$ cat config.mk
export PLATFORM = sky130hd
export DESIGN_NAME = fetch_ctrl
export DESIGN_NICKNAME = d
export VERILOG_FILES = /design/src/rtl/fetch_pkg.sv /design/src/rtl/fetch_pc_next.sv /design/src/rtl/fetch_ctrl.sv
export SDC_FILE = /design/constraint.sdc
export NUM_CORES = 1
export LEC_CHECK = 0
export BUFFER_PORTS_ARGS = -buffer_cell sky130_fd_sc_hd__buf_2
export CORE_MARGIN = 8
export CORE_UTILIZATION = 52
export CTS_CLUSTER_SIZE = 8
export DETAILED_ROUTE_END_ITERATION = 8
export GPL_ROUTABILITY_DRIVEN = 0
export PLACE_DENSITY_LB_ADDON = 0.12
export RECOVER_POWER = 100
export SYNTH_ARGS = -nofsm -noshare
export SYNTH_HDL_FRONTEND = slang
export SYNTH_SLANG_ARGS = --single-unit
$ cat constraint.sdc
create_clock -name clk_sys_i -period 6.69 [get_ports clk_sys_i]
set_input_delay 1.0035 -clock clk_sys_i [delete_from_list [all_inputs] [get_ports clk_sys_i]]
set_output_delay 1.0035 -clock clk_sys_i [all_outputs]
set_load 0.01 [all_outputs]
$ cat src/rtl/fetch_pkg.sv
// fetch_pkg: shared state encoding and address constants for the fetch sequencer
package fetch_pkg;
  typedef enum logic [1:0] {IDLE, REQ, WAIT, HOLD} fetch_state_e;
  localparam logic [31:0] FETCH_INC = 32'd4;
  localparam logic [31:0] ALIGN_MASK = ~32'h3;
  localparam logic [31:0] DEFAULT_RESET_VEC = 32'h0000_0000;
endpackage

$ cat src/rtl/fetch_pc_next.sv
// fetch_pc_next: next-PC priority mux (trap > redirect > sequential > hold) with alignment and misalign detect
//   pc/seq_pc       current PC / PC of the instruction just returned
//   trap/trap_vec   trap request and target
//   redirect/_addr  branch request and target
//   inc             advance to seq_pc + 4
//   pc_nxt          selected next PC, word aligned on flush
//   flush           trap or redirect this cycle
//   misalign        redirect (not overridden by trap) with nonzero low bits
module fetch_pc_next import fetch_pkg::*; #(
  parameter int ADDR_W = 32
) (
  input  logic [ADDR_W-1:0] pc,
  input  logic [ADDR_W-1:0] seq_pc,
  input  logic              trap,
  input  logic [ADDR_W-1:0] trap_vec,
  input  logic              redirect,
  input  logic [ADDR_W-1:0] redirect_addr,
  input  logic              inc,
  output logic [ADDR_W-1:0] pc_nxt,
  output logic              flush,
  output logic              misalign
);
  localparam logic [ADDR_W-1:0] MASK = ~ADDR_W'(~ALIGN_MASK);
  assign flush = trap | redirect;
  assign misalign = redirect & ~trap & (redirect_addr[1:0] != 2'b00);
  assign pc_nxt = trap ? (trap_vec & MASK) :
                  redirect ? (redirect_addr & MASK) :
                  inc ? seq_pc + ADDR_W'(FETCH_INC) : pc;
endmodule

$ cat src/rtl/fetch_ctrl.sv
// fetch_ctrl: instruction-fetch sequencer owning the PC, one outstanding imem request, valid/ready output slot
//   clk_sys_i/rst_sys_i           clock, async active-high reset
//   boot_en_i                     leave IDLE and start fetching
//   trap_i/trap_vec_i             trap flush and target (highest priority)
//   redirect_i/redirect_addr_i    branch flush and target
//   imem_req_o/imem_addr_o        request port, held until imem_gnt_i
//   imem_rvalid_i/imem_rdata_i    response port
//   inst_valid_o/inst_o/inst_pc_o decode slot, handshaked with inst_ready_i
//   pc_o                          current fetch PC
//   misalign_o                    one-cycle pulse for a misaligned redirect target
module fetch_ctrl import fetch_pkg::*; #(
  parameter int ADDR_W = 32,
  parameter logic [ADDR_W-1:0] RESET_VEC = ADDR_W'(DEFAULT_RESET_VEC)
) (
  input  logic              clk_sys_i,
  input  logic              rst_sys_i,
  input  logic              boot_en_i,
  input  logic              trap_i,
  input  logic [ADDR_W-1:0] trap_vec_i,
  input  logic              redirect_i,
  input  logic [ADDR_W-1:0] redirect_addr_i,
  output logic              imem_req_o,
  output logic [ADDR_W-1:0] imem_addr_o,
  input  logic              imem_gnt_i,
  input  logic              imem_rvalid_i,
  input  logic [31:0]       imem_rdata_i,
  output logic              inst_valid_o,
  output logic [31:0]       inst_o,
  output logic [ADDR_W-1:0] inst_pc_o,
  input  logic              inst_ready_i,
  output logic [ADDR_W-1:0] pc_o,
  output logic              misalign_o
);
  fetch_state_e state;
  logic [ADDR_W-1:0] pc, issued_pc, pc_nxt;
  logic [31:0] pend_inst;
  logic kill, flush, misalign, take, deliver, slot_free;
  assign take = state == WAIT && imem_rvalid_i;
  assign deliver = take && !kill && !flush;
  assign slot_free = !inst_valid_o || inst_ready_i;
  assign pc_o = pc;
  assign imem_addr_o = pc;
  fetch_pc_next #(.ADDR_W(ADDR_W)) u_pc_next (
    .pc(pc),
    .seq_pc(issued_pc),
    .trap(trap_i),
    .trap_vec(trap_vec_i),
    .redirect(redirect_i),
    .redirect_addr(redirect_addr_i),
    .inc(deliver),
    .pc_nxt(pc_nxt),
    .flush(flush),
    .misalign(misalign)
  );
  // A response arriving while the slot is still occupied is parked in pend_inst
  // (its PC is still issued_pc) and moved into the slot when decode drains it.
  always_ff @(posedge clk_sys_i or posedge rst_sys_i) begin
    if (rst_sys_i) begin
      state <= IDLE;
      pc <= RESET_VEC;
      issued_pc <= RESET_VEC;
      kill <= 1'b0;
      pend_inst <= 32'h0;
      imem_req_o <= 1'b0;
      inst_valid_o <= 1'b0;
      inst_o <= 32'h0;
      inst_pc_o <= RESET_VEC;
      misalign_o <= 1'b0;
    end else begin
      pc <= pc_nxt;
      misalign_o <= misalign;
      if (flush || (inst_valid_o && inst_ready_i)) inst_valid_o <= 1'b0;
      case (state)
        IDLE: if (boot_en_i && !flush) begin
          state <= REQ;
          imem_req_o <= 1'b1;
        end
        REQ: if (imem_gnt_i) begin
          state <= WAIT;
          imem_req_o <= 1'b0;
          issued_pc <= pc;
          kill <= flush;
        end
        WAIT: if (take) begin
          kill <= 1'b0;
          state <= (deliver && !slot_free) ? HOLD : REQ;
          imem_req_o <= !(deliver && !slot_free);
          pend_inst <= imem_rdata_i;
          if (deliver && slot_free) begin
            inst_valid_o <= 1'b1;
            inst_o <= imem_rdata_i;
            inst_pc_o <= issued_pc;
          end
        end else if (flush) kill <= 1'b1;
        HOLD: if (flush || inst_ready_i) begin
          state <= REQ;
          imem_req_o <= 1'b1;
          if (!flush) begin
            inst_valid_o <= 1'b1;
            inst_o <= pend_inst;
            inst_pc_o <= issued_pc;
          end
        end
        default: state <= IDLE;
      endcase
    end
  end
endmodule

==> impl_metrics.py, run 1 <==
metrics = {
    "cells_and_area": {
        "antenna_cells": 0,
        "syn2layout_area_growth_pct": 18.54,
        "drive_gt1_frac": 0.2253,
        "utilization": 0.6253,
        "num-nets-final": 997,
    },
    "worst_setup_path": {
        "start_kind": "primary input",
        "endpoint_kind": "flop",
        "path_cells": "clkbuf_1 -> inv_1 -> nor2_1 -> inv_1 -> o221ai_1 -> a21oi_1",
        "r2r_cells": 6,
        "cp_slowest_cell": "clkbuf_1",
        "cp_common_cell": "inv_1",
        "r2r_slack_ps": 2460,
        "slowest_delay_ps": 1340,
        "arrival_ps": 4560,
        "rr_startpoint": "state[0]$_DFFE_PP0P_",
        "crit_type": "primary input to flop",
        "reg2reg_to": "inst_pc_o[29]$_DFFE_PP0P_",
        "cp_max_fo": 39,
        "required_ps": 6990,
    },
    "cts": {
        "ctsResizeCount": 0,
        "root_buffer": "clkbuf_16",
        "cts.path.max_buffers": 2,
        "clkTransAtPathRegs_ps": 60,
        "htreeDepth": 4,
        "cts.sinks": 166,
        "clk_latency_ps": 420,
        "cts-buffers-inserted": 17,
        "cts_tree": "built",
        "cts_setup_buffers": 0,
        "postCtsHoldBufs": 0,
    },
    "drt": {
        "drt_iter0_markers": 284,
        "ant_nets": 0,
        "drc_errors": 0,
        "wl_per_cell_um": 19.36,
        "viasPerCell": 5.645,
        "drtPass1Iterations": 5,
        "wl_um": 21080,
        "vias": 6147,
    },
    "power": {
        "finalPower_mw": 3.836,
        "netSwitchingPower_mw": 1.302,
        "switching_share": 0.3394,
        "powerDensity_mw_per_mm2": 408.0,
        "intPower_mw": 2.534,
        "vdd_drop_max_v": 0.0002037,
        "power.share.clock": 0.262,
        "p_seq_frac": 0.450,
        "p_comb_frac": 0.288,
        "leakagePower_nw": 4.177,
    },
    "place": {
        "dp_slack_ps": 2558,
        "numPortBuffers": 232,
        "detailedPlacementHpwl_um": 14690,
    },
    "die": {
        "io-pin-count": 235,
        "core_area_mm2": 0.01503,
        "start_util": 0.5275,
        "dieWidth_um": 139.5,
        "row_count": 45,
        "die-height_um": 139.5,
        "dieArea_mm2": 0.01946,
    },
    "hold_path": {
        "hold_depth": 1,
        "hold_end": "inst_pc_o[30]$_DFFE_PP0P_",
        "min_from": "inst_pc_o[30]$_DFFE_PP0P_",
        "hold_class": "flop to flop",
    },
    "synth": {
        "yosys.area.top_type": "dfrtp_1",
        "syn_area_mm2": 0.007930,
        "ys_ff_latch": 166,
        "yosys-top-cells-area": "dfrtp_1 52%, mux2_2 9.2%, mux2i_1 4.8%",
        "synthArstFlopShare": 1.000,
        "synth_edf_count": 0,
        "synth-main-ff-cell": "dfrtp_1",
        "syn_area_per_cell_um2": 11.26,
        "seq_area_frac_synth": 0.5238,
        "synth_cell_types": 50,
        "synth_nets": 813,
        "ys.warnings.count": 0,
        "netlist.area_leader.share": 0.5238,
        "syn_inst": 704,
    },
    "sta": {
        "finalWorstSetupSlack_ps": 2427,
        "hold_ws_ps": 485.7,
        "setup_viol": 0,
        "setup_tns_ps": 0,
        "rsz0062_at_grt": "no",
        "period_share": 0.6372,
        "hold_violations": 0,
        "drv_slew": 237,
        "fmax_mhz": 234.6,
        "fin_worst_skew_ps": 8.108,
        "relSlewSlack": -1.754,
        "worst_slew_pin_slew_ps": 4108,
        "min_period_ps": 4263,
    },
    "run_status": {
        "outcome": "finished with violations",
        "violations": "max-capacitance violations, max-slew violations",
    },
    "global_route": {
        "antenna_found_initial": 2,
        "grt_pass1_vias": 6520,
        "grt_max_degree": 94,
        "overflow": 0,
        "grt_pass1_wl_um": 33550,
        "grt_usage": 0.2146,
    },
    "run": {
        "maxCapViolCount": 5,
    },
}
cell usage after synthesis (12+ instances only):
| library cell | count |
|---|---|
| a21oi_1 | 70 |
| and3_1 | 15 |
| buf_4 | 35 |
| clkbuf_1 | 20 |
| dfrtp_1 | 166 |
| inv_1 | 14 |
| mux2_1 | 32 |
| mux2_2 | 65 |
| mux2i_1 | 38 |
| nand2_1 | 34 |
| nand3_1 | 12 |
| nand4_1 | 12 |
| nor2_1 | 57 |
| o21ai_0 | 19 |
| xor2_1 | 21 |
area by class of cell:
type	instances	area [µm²]
Inverter	14	53.80
Multi-Input combinational cell	451	3302
Clock inverter	11	148.9
Timing Repair Buffer	238	1046
Tap cell	188	235.2
Fill cell	1314	5633
Sequential cell	166	4154
Clock buffer	21	460.4
routing by layer:
layer,vias up,track usage,wire length [µm]
met1,3040,0.2420,8536
met3,37,0.08071,1731
met5,-,0,27
met4,4,0.08146,422
met2,213,0.3636,10370
li1,2853,-,-
power groups by stage:
stage          clock network, mW  registers, mW  logic (mW)
2_1_floorplan                  0           1.74       0.713
3_3_place_gp                   0           1.70        1.14
3_5_place_dp                   0           1.73        1.18
4_1_cts                     1.02           1.72        1.18
5_1_grt                     1.06           1.78        1.22
6_report                    1.00           1.73        1.11
worst max-delay path by stage:
stage / start / end / depth (start not counted)
after floorplan: rst_sys_i / imem_addr_o[0]$_DFFE_PP0P_ / 1
final: redirect_i / imem_addr_o[22]$_DFFE_PP0P_ / 6
after global placement: imem_rvalid_i / inst_pc_o[25]$_DFFE_PP0P_ / 6
after global routing: rst_sys_i / inst_pc_o[24]$_DFFE_PP0P_ / 3
after detailed placement: imem_rvalid_i / inst_pc_o[29]$_DFFE_PP0P_ / 6
after CTS: state[0]$_DFFE_PP0P_ / inst_pc_o[29]$_DFFE_PP0P_ / 7
sequential cells by signal (all words and copies together), names as in the netlist:
| register | flops |
|---|---|
| pend_inst | 32 |
| imem_addr_o | 32 |
| imem_req_o | 1 |
| state | 2 |
| inst_o | 32 |
| inst_valid_o | 1 |
| kill | 1 |
| inst_pc_o | 32 |
| issued_pc | 32 |
| misalign_o | 1 |
stage by stage:
stage,std cells,area (µm²)
CTS,1089,9579
finish,1089,9400
floorplan,704,7930
global placement,1057,8970
detailed placement,1057,8970
global route,1089,9400
worst max-delay path, delay by kind of cell:
kind	cells	cell delay, ps
AO/OA/AOI/OAI	2	280
buffers and inverters	3	2280
AND/OR/NAND/NOR	1	970
cells in the final DEF, fill, tap and decap left out, types with 3 or more instances in the layout:
cell        synthesis  layout
nand2b_1            3       3
mux2_1             32      32
clkbuf_1           20     136
a221o_1             3       3
clkinvlp_4          0       3
ha_1                5       5
mux2i_1            38      38
o221ai_1           11      11
nor2_1             57      57
buf_2               6     100
xor2_1             21      21
o21ai_0            19      20
clkbuf_16           0      17
mux2_2             65      65
a21oi_1            70      70
nand2_1            34      34
a221oi_1            3       3
a22oi_1             5       5
and4_1              3       3
and3_1             15      15
xnor2_1             4       4
dfrtp_1           166     166
bufinv_16           0       3
nand4_1            12      12
a31oi_1             4       4
inv_1              14      13
o31ai_1             4       4
nor3_1              6       6
buf_4              35       3
nand3_1            12      12
cell families after synthesis:
family	synth area share
AO/OA/AOI/OAI	0.09925
flip-flops	0.5238
multiplexers	0.1857
XOR/XNOR	0.02761
adder cells (fa/ha/maj)	0.007889
AND/OR/NAND/NOR	0.09498
buffers and inverters	0.06074
Power figures use the tool's default switching activity.
==> run 2: changes to the inputs <==
CORE_UTILIZATION = 47   (was 52)
clock period = 3.8 ns   (was 6.69 ns; I/O delays follow)
==> impl_metrics.py, run 2 (same netlist as run 1, synthesis figures left out) <==
metrics = {
    "cts": {
        "clk_latency_ps": 420,
        "postCtsHoldBufs": 0,
        "htreeDepth": 4,
        "cts.sinks": 166,
        "cts-buffers-inserted": 17,
        "root_buffer": "clkbuf_16",
        "clkTransAtPathRegs_ps": 60,
        "cts.path.max_buffers": 2,
        "ctsResizeCount": 0,
        "cts_tree": "built",
        "cts_setup_buffers": 0,
    },
    "global_route": {
        "use_met3": 0.06996,
        "grt_util_met2": 0.3581,
        "overflow": 0,
        "use_met1": 0.2359,
        "grt_pass1_vias": 6648,
        "antenna_found_initial": 2,
        "grt-busiest-layer": "met2",
        "grt_pass1_wl_um": 35380,
        "grt_usage": 0.2070,
        "grt_max_degree": 65,
    },
    "sta": {
        "hold_violations": 0,
        "relSlewSlack": -0.5045,
        "period_share": 0.8242,
        "fmax_mhz": 319.3,
        "setup_viol": 0,
        "min_period_ps": 3132,
        "drv_slew": 114,
        "fin_worst_skew_ps": 11.25,
        "worst_slew_pin_slew_ps": 2244,
        "rsz0062_at_grt": "no",
        "hold_ws_ps": 367.3,
        "setup_tns_ps": 0,
    },
    "die": {
        "die-height_um": 145.9,
        "row_count": 47,
        "dieArea_mm2": 0.02129,
        "core_area_mm2": 0.01652,
        "io-pin-count": 235,
        "start_util": 0.4799,
        "dieWidth_um": 145.9,
    },
    "drt": {
        "viasPerCell": 5.386,
        "drc_errors": 0,
        "wl_per_cell_um": 19.16,
        "wl_um": 21550,
        "drtPass1Iterations": 4,
        "ant_nets": 0,
        "vias": 6059,
        "drt_iter0_markers": 265,
    },
    "worst_setup_path": {
        "path_cells": "inv_1 -> ha_1 -> nand3b_1 -> clkbuf_2 -> or3_1 -> a21oi_4 -> clkbuf_2 -> mux2_1",
        "slowest_delay_ps": 660,
        "cp_common_cell": "clkbuf_2",
        "arrival_ps": 3420,
        "start_kind": "flop",
        "cp_slowest_cell": "clkbuf_2",
        "startpoint": "state[0]$_DFFE_PP0P_",
        "endpoint_kind": "flop",
        "crit_type": "flop to flop",
        "required_ps": 4090,
        "r2r_slack_ps": 670,
        "cp_max_fo": 35,
        "rr_startpoint": "state[0]$_DFFE_PP0P_",
    },
    "cells_and_area": {
        "antenna_cells": 0,
        "syn2layout_area_growth_pct": 19.22,
        "final_area_mm2": 0.009454,
        "drive_gt1_frac": 0.2287,
        "final_common_cell": "dfrtp_1",
        "num-fill-cells": 1511,
        "fin_cells": 1125,
        "layout_common_cells": "166 x dfrtp_1, 138 x clkbuf_1, 100 x buf_2, 70 x a21oi_1, 65 x mux2_2",
        "num-nets-final": 1001,
        "utilization": 0.5721,
    },
    "power": {
        "leakagePower_nw": 4.185,
        "vdd_drop_max_v": 0.0003762,
        "powerDensity_mw_per_mm2": 705.9,
    },
    "place": {
        "dpl_cell_area_mm2": 0.009054,
        "detailedPlacementHpwl_um": 15550,
        "numPortBuffers": 232,
        "dp_cells": 1093,
    },
    "run": {
        "maxCapViolCount": 3,
    },
    "hold_path": {
        "hold_class": "primary input to flop",
        "min_from": "trap_vec_i[19]",
    },
    "run_status": {
        "violations": "max-capacitance violations, max-slew violations",
        "outcome": "finished with violations",
    },
}
[run 2: power breakdown]
part / switching (mW) / leakage (nW) / total, mW / internal, mW
Sequential: 0.564 / 2.05 / 3.03 / 2.46
Clock: 0.694 / 0.277 / 1.70 / 1.01
Combinational: 1.02 / 1.86 / 1.94 / 0.921
[run 2: layout make-up]
type,instances,area [µm²],area share
clock inverters,10,122.6,0.01297
multi-input cells,451,3304,0.3495
inverters,14,53.80,0.005691
flip-flops and latches,166,4154,0.4394
well taps,220,275.3,0.02912
repair buffers,242,1080,0.1142
clock buffers,22,464.2,0.04910
[run 2: critical path: cells and delay by family, from the launching register on]
kind            cells  cell delay [ps]
fa+ha+maj           1              300
mux                 1              400
simple gates        2              590
flops               1              410
compound gates      1              170
buf+inv             3             1130
[run 2: path summary, 6_finish.rpt]
kind | endpoint | cells after the start
worst min register to register | inst_pc_o[27]$_DFFE_PP0P_ | 1
worst min-delay path | imem_addr_o[19]$_DFFE_PP0P_ | 3
min in group asynchronous | issued_pc[5]$_DFFE_PP0P_ | 2
worst max-delay path | inst_pc_o[25]$_DFFE_PP0P_ | 8
max in group asynchronous | inst_o[18]$_DFFE_PP0P_ | 3
worst max register to register | inst_pc_o[25]$_DFFE_PP0P_ | 8
[run 2: stage by stage]
step | total power, mW | setup slack [ps]
after global placement | 5.013 | 965.8
final | 6.674 | 668.2
after floorplan | 4.317 | 1117
after detailed placement | 5.129 | 969.4
after global routing | 7.123 | 392.4
after CTS | 6.853 | 946.8
[run 2: routing by layer]
metal	vias to the layer above	share of wire
met5	-	0.0011
met4	4	0.016
met3	29	0.076
met2	191	0.50
met1	2978	0.41
li1	2857	-
